`config.mk`:
```
export PLATFORM = sky130hd
export DESIGN_NAME = regfile_ctx_engine_flat
export DESIGN_NICKNAME = d
export VERILOG_FILES = /design/src/rtl/regfile_ctx_pkg.sv /design/src/rtl/regfile_ctx_engine_if.sv /design/src/rtl/regfile_ctx_engine.sv /design/src/flat_wrapper.sv
export SDC_FILE = /design/constraint.sdc
export NUM_CORES = 1
export LEC_CHECK = 0
export CORE_MARGIN = 1
export CORE_UTILIZATION = 48
export CTS_CLUSTER_DIAMETER = 60
export DETAILED_ROUTE_END_ITERATION = 8
export PLACE_DENSITY = 0.82
export SETUP_SLACK_MARGIN = 0.3
export SLEW_MARGIN = 20
export SYNTH_ARGS = -nofsm -noshare
export SYNTH_HDL_FRONTEND = slang
export SYNTH_SLANG_ARGS = --single-unit
```
`constraint.sdc`:
```
create_clock -name clk -period 5.3 [get_ports clk]
set_input_delay 1.59 -clock clk [delete_from_list [all_inputs] [get_ports clk]]
set_output_delay 1.59 -clock clk [all_outputs]
set_load 0.005 [all_outputs]
```
`src/rtl/regfile_ctx_pkg.sv`:
```
// rtl/regfile_ctx_pkg.sv - shared types and constants for the register-file context engine
//
// Purpose: state enumeration, transfer-direction encodings and word size used
//          by regfile_ctx_engine and its testbench.
// Ports:   none (package).
package regfile_ctx_pkg;

    typedef enum logic [2:0] {
        IDLE = 3'd0,
        SREQ = 3'd1,
        RREQ = 3'd2,
        RWB  = 3'd3,
        DONE = 3'd4
    } state_t;

    localparam logic MODE_SAVE    = 1'b0;
    localparam logic MODE_RESTORE = 1'b1;
    localparam int   WORD_BYTES   = 4;

    // Save areas are word aligned; the low two address bits are discarded.
    function automatic logic [31:0] align_word(input logic [31:0] addr);
        return {addr[31:2], 2'b00};
    endfunction

endpackage

```
`src/rtl/regfile_ctx_engine_if.sv`:
```
// rtl/regfile_ctx_engine_if.sv - memory request/response bus of the context engine
//
// Purpose: groups the single-outstanding memory request channel.
// Signals: mem_req/mem_we/mem_addr/mem_wdata  request, held until acknowledged
//          mem_ack                            transfer completes this cycle
//          mem_rdata                          read data, valid only with mem_ack
// Modports: master (engine side), slave (memory side).
interface regfile_ctx_engine_if;

    logic        mem_req;
    logic        mem_we;
    logic [31:0] mem_addr;
    logic [31:0] mem_wdata;
    logic        mem_ack;
    logic [31:0] mem_rdata;

    modport master (
        output mem_req,
        output mem_we,
        output mem_addr,
        output mem_wdata,
        input  mem_ack,
        input  mem_rdata
    );

    modport slave (
        input  mem_req,
        input  mem_we,
        input  mem_addr,
        input  mem_wdata,
        output mem_ack,
        output mem_rdata
    );

endinterface

```
`src/rtl/regfile_ctx_engine.sv`:
```
// rtl/regfile_ctx_engine.sv - saves/restores a register-file range to/from memory
//
// Purpose: on start, copies registers FIRST_REG..LAST_REG to consecutive words
//          at base (save, mode=0) or loads them back from there (restore, mode=1).
// Ports:   clk, reset              clock, synchronous active-high reset
//          start, mode, base       operation request (sampled only in IDLE)
//          busy, done              status, done is a one-cycle pulse
//          rf_ra / rf_rd           regfile read port (rf_rd combinational)
//          rf_we, rf_wa, rf_wd     regfile write port
//          mem                     memory request bus (master side)
module regfile_ctx_engine
    import regfile_ctx_pkg::*;
#(
    parameter int FIRST_REG = 1,
    parameter int LAST_REG  = 31
) (
    input  logic                        clk,
    input  logic                        reset,
    input  logic                        start,
    input  logic                        mode,
    input  logic [31:0]                 base,
    output logic                        busy,
    output logic                        done,
    output logic [4:0]                  rf_ra,
    input  logic [31:0]                 rf_rd,
    output logic                        rf_we,
    output logic [4:0]                  rf_wa,
    output logic [31:0]                 rf_wd,
    regfile_ctx_engine_if.master        mem
);

    localparam logic [4:0] FIRST_IDX = 5'(FIRST_REG);
    localparam logic [4:0] LAST_IDX  = 5'(LAST_REG);

    state_t      state;
    logic [4:0]  idx;
    logic [31:0] base_q;
    logic [31:0] buf_q;
    logic [31:0] next_addr;

    logic        busy_q;
    logic        done_q;
    logic [4:0]  rf_ra_q;
    logic        rf_we_q;
    logic [4:0]  rf_wa_q;
    logic        mem_req_q;
    logic        mem_we_q;
    logic [31:0] mem_addr_q;

    // Address of the word for register idx+1; wraps modulo 2^32.
    assign next_addr = base_q + 32'(idx - FIRST_IDX + 5'd1) * 32'(WORD_BYTES);

    always_ff @(posedge clk) begin
        if (reset) begin
            state      <= IDLE;
            idx        <= FIRST_IDX;
            base_q     <= '0;
            buf_q      <= '0;
            busy_q     <= 1'b0;
            done_q     <= 1'b0;
            rf_ra_q    <= '0;
            rf_we_q    <= 1'b0;
            rf_wa_q    <= '0;
            mem_req_q  <= 1'b0;
            mem_we_q   <= 1'b0;
            mem_addr_q <= '0;
        end else begin
            case (state)
                IDLE: begin
                    if (start) begin
                        base_q     <= align_word(base);
                        mem_addr_q <= align_word(base);
                        idx        <= FIRST_IDX;
                        busy_q     <= 1'b1;
                        mem_req_q  <= 1'b1;
                        if (mode == MODE_SAVE) begin
                            state    <= SREQ;
                            mem_we_q <= 1'b1;
                            rf_ra_q  <= FIRST_IDX;
                        end else begin
                            state    <= RREQ;
                        end
                    end
                end

                SREQ: begin
                    if (mem.mem_ack) begin
                        if (idx == LAST_IDX) begin
                            state      <= DONE;
                            busy_q     <= 1'b0;
                            done_q     <= 1'b1;
                            mem_req_q  <= 1'b0;
                            mem_we_q   <= 1'b0;
                            mem_addr_q <= '0;
                            rf_ra_q    <= '0;
                        end else begin
                            idx        <= idx + 5'd1;
                            rf_ra_q    <= idx + 5'd1;
                            mem_addr_q <= next_addr;
                        end
                    end
                end

                RREQ: begin
                    if (mem.mem_ack) begin
                        state      <= RWB;
                        buf_q      <= mem.mem_rdata;
                        mem_req_q  <= 1'b0;
                        mem_addr_q <= '0;
                        rf_we_q    <= 1'b1;
                        rf_wa_q    <= idx;
                    end
                end

                RWB: begin
                    rf_we_q <= 1'b0;
                    rf_wa_q <= '0;
                    if (idx == LAST_IDX) begin
                        state  <= DONE;
                        busy_q <= 1'b0;
                        done_q <= 1'b1;
                    end else begin
                        state      <= RREQ;
                        idx        <= idx + 5'd1;
                        mem_req_q  <= 1'b1;
                        mem_addr_q <= next_addr;
                    end
                end

                DONE: begin
                    done_q <= 1'b0;
                    state  <= IDLE;
                end

                default: state <= IDLE;
            endcase
        end
    end

    assign busy  = busy_q;
    assign done  = done_q;
    assign rf_ra = rf_ra_q;
    assign rf_wa = rf_wa_q;
    // The regfile samples rf_we on the same edge that applies reset, so reset
    // must suppress the write-back combinationally to abort it cleanly.
    assign rf_we = rf_we_q & ~reset;
    assign rf_wd = rf_we_q ? buf_q : '0;

    assign mem.mem_req   = mem_req_q;
    assign mem.mem_we    = mem_we_q;
    assign mem.mem_addr  = mem_addr_q;
    // Save data comes straight from the combinational regfile read port.
    assign mem.mem_wdata = mem_we_q ? rf_rd : '0;

endmodule

```
`src/flat_wrapper.sv`:
```
// flat-port wrapper written by rule: the top's interface ports become plain ports
module regfile_ctx_engine_flat import regfile_ctx_pkg::*;
#(
    parameter int FIRST_REG = 1,
    parameter int LAST_REG  = 31
)
  (clk, reset, start, mode, base, busy, done, rf_ra, rf_rd, rf_we, rf_wa, rf_wd, mem_mem_req, mem_mem_we, mem_mem_addr, mem_mem_wdata, mem_mem_ack, mem_mem_rdata);
  regfile_ctx_engine_if mem_i ();
  input  logic clk;
  input  logic reset;
  input  logic start;
  input  logic mode;
  input  logic [31:0] base;
  output logic busy;
  output logic done;
  output logic [4:0] rf_ra;
  input  logic [31:0] rf_rd;
  output logic rf_we;
  output logic [4:0] rf_wa;
  output logic [31:0] rf_wd;
  output wire logic [$bits(mem_i.mem_req)-1:0] mem_mem_req;
  output wire logic [$bits(mem_i.mem_we)-1:0] mem_mem_we;
  output wire logic [$bits(mem_i.mem_addr)-1:0] mem_mem_addr;
  output wire logic [$bits(mem_i.mem_wdata)-1:0] mem_mem_wdata;
  input wire logic [$bits(mem_i.mem_ack)-1:0] mem_mem_ack;
  input wire logic [$bits(mem_i.mem_rdata)-1:0] mem_mem_rdata;
  assign mem_mem_req = mem_i.mem_req;
  assign mem_mem_we = mem_i.mem_we;
  assign mem_mem_addr = mem_i.mem_addr;
  assign mem_mem_wdata = mem_i.mem_wdata;
  assign mem_i.mem_ack = mem_mem_ack;
  assign mem_i.mem_rdata = mem_mem_rdata;
  regfile_ctx_engine #(.FIRST_REG(FIRST_REG), .LAST_REG(LAST_REG)) u_core (.clk(clk), .reset(reset), .start(start), .mode(mode), .base(base), .busy(busy), .done(done), .rf_ra(rf_ra), .rf_rd(rf_rd), .rf_we(rf_we), .rf_wa(rf_wa), .rf_wd(rf_wd), .mem(mem_i));
endmodule
```
After elaboration in Yosys (flattened, before gate mapping)
Cells that the tools add are included.
{ "totals": {"register_bits": 117, "inputBits": 101, "output_inout_bits": 111, "word_cells": 88} }
{ "classes": {"n_addsub": 4, "n_eq_ne": 11, "n_mux": 43, "bitwise_logic": 2, "reduce_logical": 16} }
{ "op_table": {"columns": ["op", "n"], "rows": [
  ["32-bit 2-to-1 mux", 7],
  ["32-bit case mux with 4 select lines", 1],
  ["5-bit 2-to-1 mux", 8],
  ["32-bit adder", 1],
  ["30-bit by 1-bit adder with 30-bit output, second input constant", 1],
  ["5-bit case mux with 2 select lines", 2],
  ["3-bit 2-to-1 mux", 5],
  ["5-bit case mux with 3 select lines", 1],
  ["1-bit 2-to-1 mux", 12],
  ["3-bit case mux with 4 select lines", 1],
  ["2-bit inequality test, second input constant", 5],
  ["5-bit AND reduction", 2],
  ["2-bit AND reduction", 4],
  ["4-bit AND reduction", 2],
  ["3-bit by 2-bit equality test with 1-bit output, second input constant", 2],
  ["1-bit case mux with 3 select lines", 2],
  ["6-bit AND reduction", 1],
  ["3-bit nonzero test", 2],
  ["5-bit by 1-bit subtractor with 6-bit output, second input constant", 1],
  ["5-bit by 1-bit adder with 5-bit output, second input constant", 1],
  ["5-bit equality test, second input constant", 1],
  ["1-bit case mux with 2 select lines", 2],
  ["1-bit case mux with 4 select lines", 1],
  ["2-bit nonzero test", 2],
  ["other kinds (9)", 9]
]} }

Depth between registers and ports, before layout
{ "logic_depth": {"depth_word": 6, "ltp_mapped": 18, "depth_no_buf": 17} }

Worst setup path before layout
OpenSTA, ideal clock, no wires.
{ "synth_path": {"kind": "register to register", "from": "register u_core.idx[3]", "to": "register u_core.mem_addr_q[31] (netlist: u_core.mem.mem_addr[31])", "setup_time_ps": 103, "arrival_time_ps": 3794, "required_time_ps": 5197, "setup_slack_ps": 1403, "path_stages_with_launch": 16, "path_buffers": 2, "synth_period_minus_slack_ps": 3897, "cell_sequence": "dfxtp_1 > clkbuf_1 > or3_1 > nor3_1 > nand2_1 > ha_1 > inv_1 > ha_1 > clkbuf_1 > and4_1 > and2_1 > o211ai_2 > a41oi_2 > o21ai_2 > xnor2_1 > a2111oi_2"} }
{ "synth_between": {"elab_chain_cells": 6, "elab_cells_between_ends": 10, "cone_classes": "add/sub (3); eq/ne (2); mux (4); reduce/logical (1)"} }
{ "synth_rtl": {"columns": ["element", "line_no", "text"], "rows": [
  ["from (decl)", "regfile_ctx_engine.sv:36", "logic [4:0] idx;"],
  ["from (signal assigned)", "regfile_ctx_engine.sv:97", "idx <= idx + 5'd1;"],
  ["from (signal assigned)", "regfile_ctx_engine.sv:124", "idx <= idx + 5'd1;"],
  ["5-bit by 1-bit subtractor with 6-bit output", "regfile_ctx_engine.sv:51", "assign next_addr = base_q + 32'(idx - FIRST_IDX + 5'd1) * 32'(WORD_BYTES);"],
  ["30-bit by 1-bit adder with 30-bit output", "regfile_ctx_engine.sv:51", null],
  ["32-bit adder", "regfile_ctx_engine.sv:51", null],
  ["32-bit 2-to-1 mux", "regfile_ctx_engine.sv:88", "if (idx == LAST_IDX) begin"],
  ["32-bit 2-to-1 mux", "regfile_ctx_engine.sv:87", "if (mem.mem_ack) begin"],
  ["32-bit case mux with 4 select lines", "regfile_ctx_engine.sv:68", "case (state)"],
  ["to (signal assigned)", "regfile_ctx_engine.sv:72", "mem_addr_q <= align_word(base);"],
  ["to (signal assigned)", "regfile_ctx_engine.sv:99", "mem_addr_q <= next_addr;"],
  ["to (signal assigned)", "regfile_ctx_engine.sv:126", "mem_addr_q <= next_addr;"],
  ["to (decl)", "regfile_ctx_engine.sv:48", "logic [31:0] mem_addr_q;"]
]} }
Parallel ways exist; a longest one is shown, timed or not. The select of a mux whose other input is x is not followed.
A chain may end at the register's enable or synchronous reset.

Worst setup path after layout
{ "layout_path": {"from": "register u_core.idx[0]", "to": "register u_core.mem_addr_q[29] (netlist: u_core.mem.mem_addr[29])"} }
The elaborated chain is that of the path after synthesis.

==> impl_metrics.py <==
metrics = {
    "run_status": {
        "status": "completed",
    },
    "timing": {
        "grt_setup_unrepaired": "no",
        "fmax_ghz": 0.227,
        "worstMarginPinSlew_ns": 0.976,
        "setup_viol": 0,
        "max_slew_margin": 0.347,
        "finalSetupTns_ns": 0,
        "final-hold-violation-count": 0,
        "hold_ws_ns": 0.448,
        "layout_min_cycle_time_ns": 4.40,
        "fin_skew_ns": 0.00982,
        "period_share": 0.830,
        "maxSlewViolCount": 0,
        "fin_ws_ns": 0.900,
    },
    "routing": {
        "dr.pass1.iters": 6,
        "via_per_inst": 5.63,
        "antenna_left": 0,
        "detail_route.wirelength_microns": 21900,
        "drc_errors": 0,
        "vias": 7296,
        "avgRoutedWirePerCell_microns": 16.9,
        "first_iter_violations": 696,
    },
    "worst_hold_path": {
        "holdPathEnd": "u_core.buf_q[10]",
        "worst_hold_startpoint": "u_core.buf_q[10]",
        "hold_depth": 2,
        "hp-class": "reg -> reg",
    },
    "logic_synthesis": {
        "syn_inst": 937,
        "synth_seq_cells": 115,
        "synth.area.top_cells": "dfxtp_1 (33%), nand2_1 (9.7%), a21oi_1 (8.7%)",
        "synth.largest_area_cell": "dfxtp_1",
        "synth_area_per_cell_sq_um": 7.44,
        "ys_seq_area_frac": 0.330,
        "synth_top_area_share": 0.330,
        "async_flop_share": 0,
        "synth_edf_count": 0,
        "syn-cell-area_sq_mm": 0.00697,
        "yosysMostFrequentCell": "nand2_1",
        "yosysUniqueCellTypes": 72,
        "ys_warn_count": 0,
        "synth_commonest_cells": "nand2_1 (181), a21oi_1 (121), dfxtp_1 (115), and2_1 (67), clkbuf_1 (61)",
        "synth_ff_type": "dfxtp_1",
    },
    "placement": {
        "gp_congestion": 0.933,
        "dp_slack_ns": 0.959,
        "placed_cell_area_sq_mm": 0.00906,
        "portBuffers": 207,
        "dp_hpwl_microns": 15700,
    },
    "clocking": {
        "cts_tree": "built",
        "clkTransAtPathRegs_ns": 0.06,
        "cts.htree.levels": 4,
        "holdBufCountCts": 0,
        "numCtsBuffers": 17,
        "cts_resized": 0,
        "clkLatencyLatePin_ns": 0.42,
        "cts.root.buffer_cell": "clkbuf_16",
        "clk_path_buf_depth": 2,
        "clock_sinks": 115,
        "post_cts_buffers": 0,
    },
    "critical_path": {
        "r2r-start": "u_core.idx[0]",
        "r2r_end": "u_core.mem.mem_addr[29]",
        "cp_max_fo": 13,
        "ff2ff_setup_slack_ns": 0.90,
        "arrival_ns": 4.75,
        "cp-end-kind": "register",
        "reg2regPathDepth": 14,
        "required_ns": 5.65,
        "cp-start-kind": "register",
        "path_class": "reg -> reg",
    },
    "power_and_ir_drop": {
        "power.leakage_nw": 3.79,
        "power_density_mw_per_mm2": 358,
        "power_mw": 3.47,
        "ir_drop_uv": 235,
    },
    "global_route": {
        "grt_pass1_vias": 6642,
        "grt_util_all_layers": 0.291,
        "grt_max_degree": 83,
        "antenna_found_initial": 1,
        "grt_remaining_overflow": 0,
        "grt_pass1_wl_microns": 33700,
    },
    "die": {
        "core_sq_mm": 0.0140,
        "dieArea_sq_mm": 0.0150,
        "dieWidth_microns": 123,
        "row_count": 43,
        "start_util": 0.496,
        "die_h_microns": 123,
        "pin_count": 212,
    },
    "final_layout": {
        "final_cell_area_sq_mm": 0.00970,
        "drive_gt1_frac": 0.0547,
        "multi_input_area_sq_mm": 0.00429,
        "syn2layout_area_growth_pct": 39.1,
        "fin_nets": 1244,
        "fill_cells": 1166,
        "regArea_sq_mm": 0.00230,
    },
    "run": {
        "max-cap-violations": 0,
    },
}
-- cells in the final DEF, fill, tap and decap left out, types with 5 or more instances in the layout --
master	instances
nor3_1	25
nand2_1	181
and2_1	67
buf_4	12
a21o_1	9
inv_1	25
ha_1	40
a211oi_1	5
a22oi_1	5
dfxtp_1	115
and3_1	5
a31oi_1	10
clkdlybuf4s50_1	206
xnor2_1	19
nand4_1	16
nor2_1	59
clkbuf_16	17
or3_1	9
a21oi_1	121
nand3_1	18
o21ai_0	28
a221oi_1	14
xor2_1	5
-- worst max path at each step --
stage,startpoint,end,cells past startpoint
after detailed placement,rf_rd[25],mem_mem_wdata[25],3
final,u_core.idx[0],u_core.mem.mem_addr[29],14
after global routing,u_core.idx[0],u_core.mem.mem_addr[29],14
after CTS,u_core.idx[0],u_core.mem.mem_addr[29],14
after global placement,rf_rd[25],mem_mem_wdata[25],3
after floorplan,u_core.idx[3],u_core.mem.mem_addr[31],15
-- power breakdown --
group | total [mW] | switching [mW] | internal (mW)
clock network | 1.23 | 0.408 | 0.822
registers | 1.07 | 0.0958 | 0.976
logic | 1.17 | 0.653 | 0.513
-- per-stage QoR --
stage / cells / utilization
CTS: 1295 / 0.690
global route: 1296 / 0.691
detailed placement: 1263 / 0.646
floorplan: 938 / -
global placement: 1263 / 0.646
finish: 1296 / 0.691
-- layer usage --
metal / GRT usage / vias to the layer above / part of all wire
li1: - / 3596 / -
met1: 0.366 / 3353 / 0.42
met2: 0.482 / 309 / 0.47
met3: 0.0632 / 38 / 0.088
met4: 0.113 / 0 / 0.026
met5: 0 / - / 0
-- kinds of logic after synthesis --
group,count (synthesis),share of synthesized area
buf+inv,98,0.0558
compound gates,254,0.235
fa+ha+maj,41,0.0747
mux,3,0.00431
simple gates,401,0.269
xor+xnor,24,0.0302
flops,115,0.330
other cells,1,0.000538
-- critical path: stages, from the launching register on --
cell and delay (ns):
dfxtp_1 0.64, inv_1 0.12, ha_1 0.44, nor4_1 0.52
nand2_1 0.12, ha_1 0.29, inv_1 0.06, ha_1 0.34
and2_1 0.22, a221o_1 0.39, a211o_2 0.38, o221ai_1 0.31
a21oi_1 0.12, nand3b_1 0.20, a31oi_1 0.18
-- sequential cells by signal, indices dropped and copies added (netlist names) --
signal	count
u_core.state	3
u_core.mem.mem_we	1
u_core.mem.mem_addr	30
u_core.busy	1
u_core.rf_we_q	1
u_core.mem.mem_req	1
u_core.base_q	30
u_core.rf_ra	5
u_core.done	1
u_core.rf_wa	5
u_core.buf_q	32
u_core.idx	5
-- cell type report --
type                            instances  share of cell area
Multi-Input combinational cell        725               0.443
Sequential cell                       115               0.237
Timing Repair Buffer                  218               0.222
Clock buffer                           23              0.0493
Tap cell                              180              0.0232
Clock inverter                          9              0.0156
Inverter                               25             0.00968
Antenna cell                            1            0.000258
(Power assumes the default switching activity.)
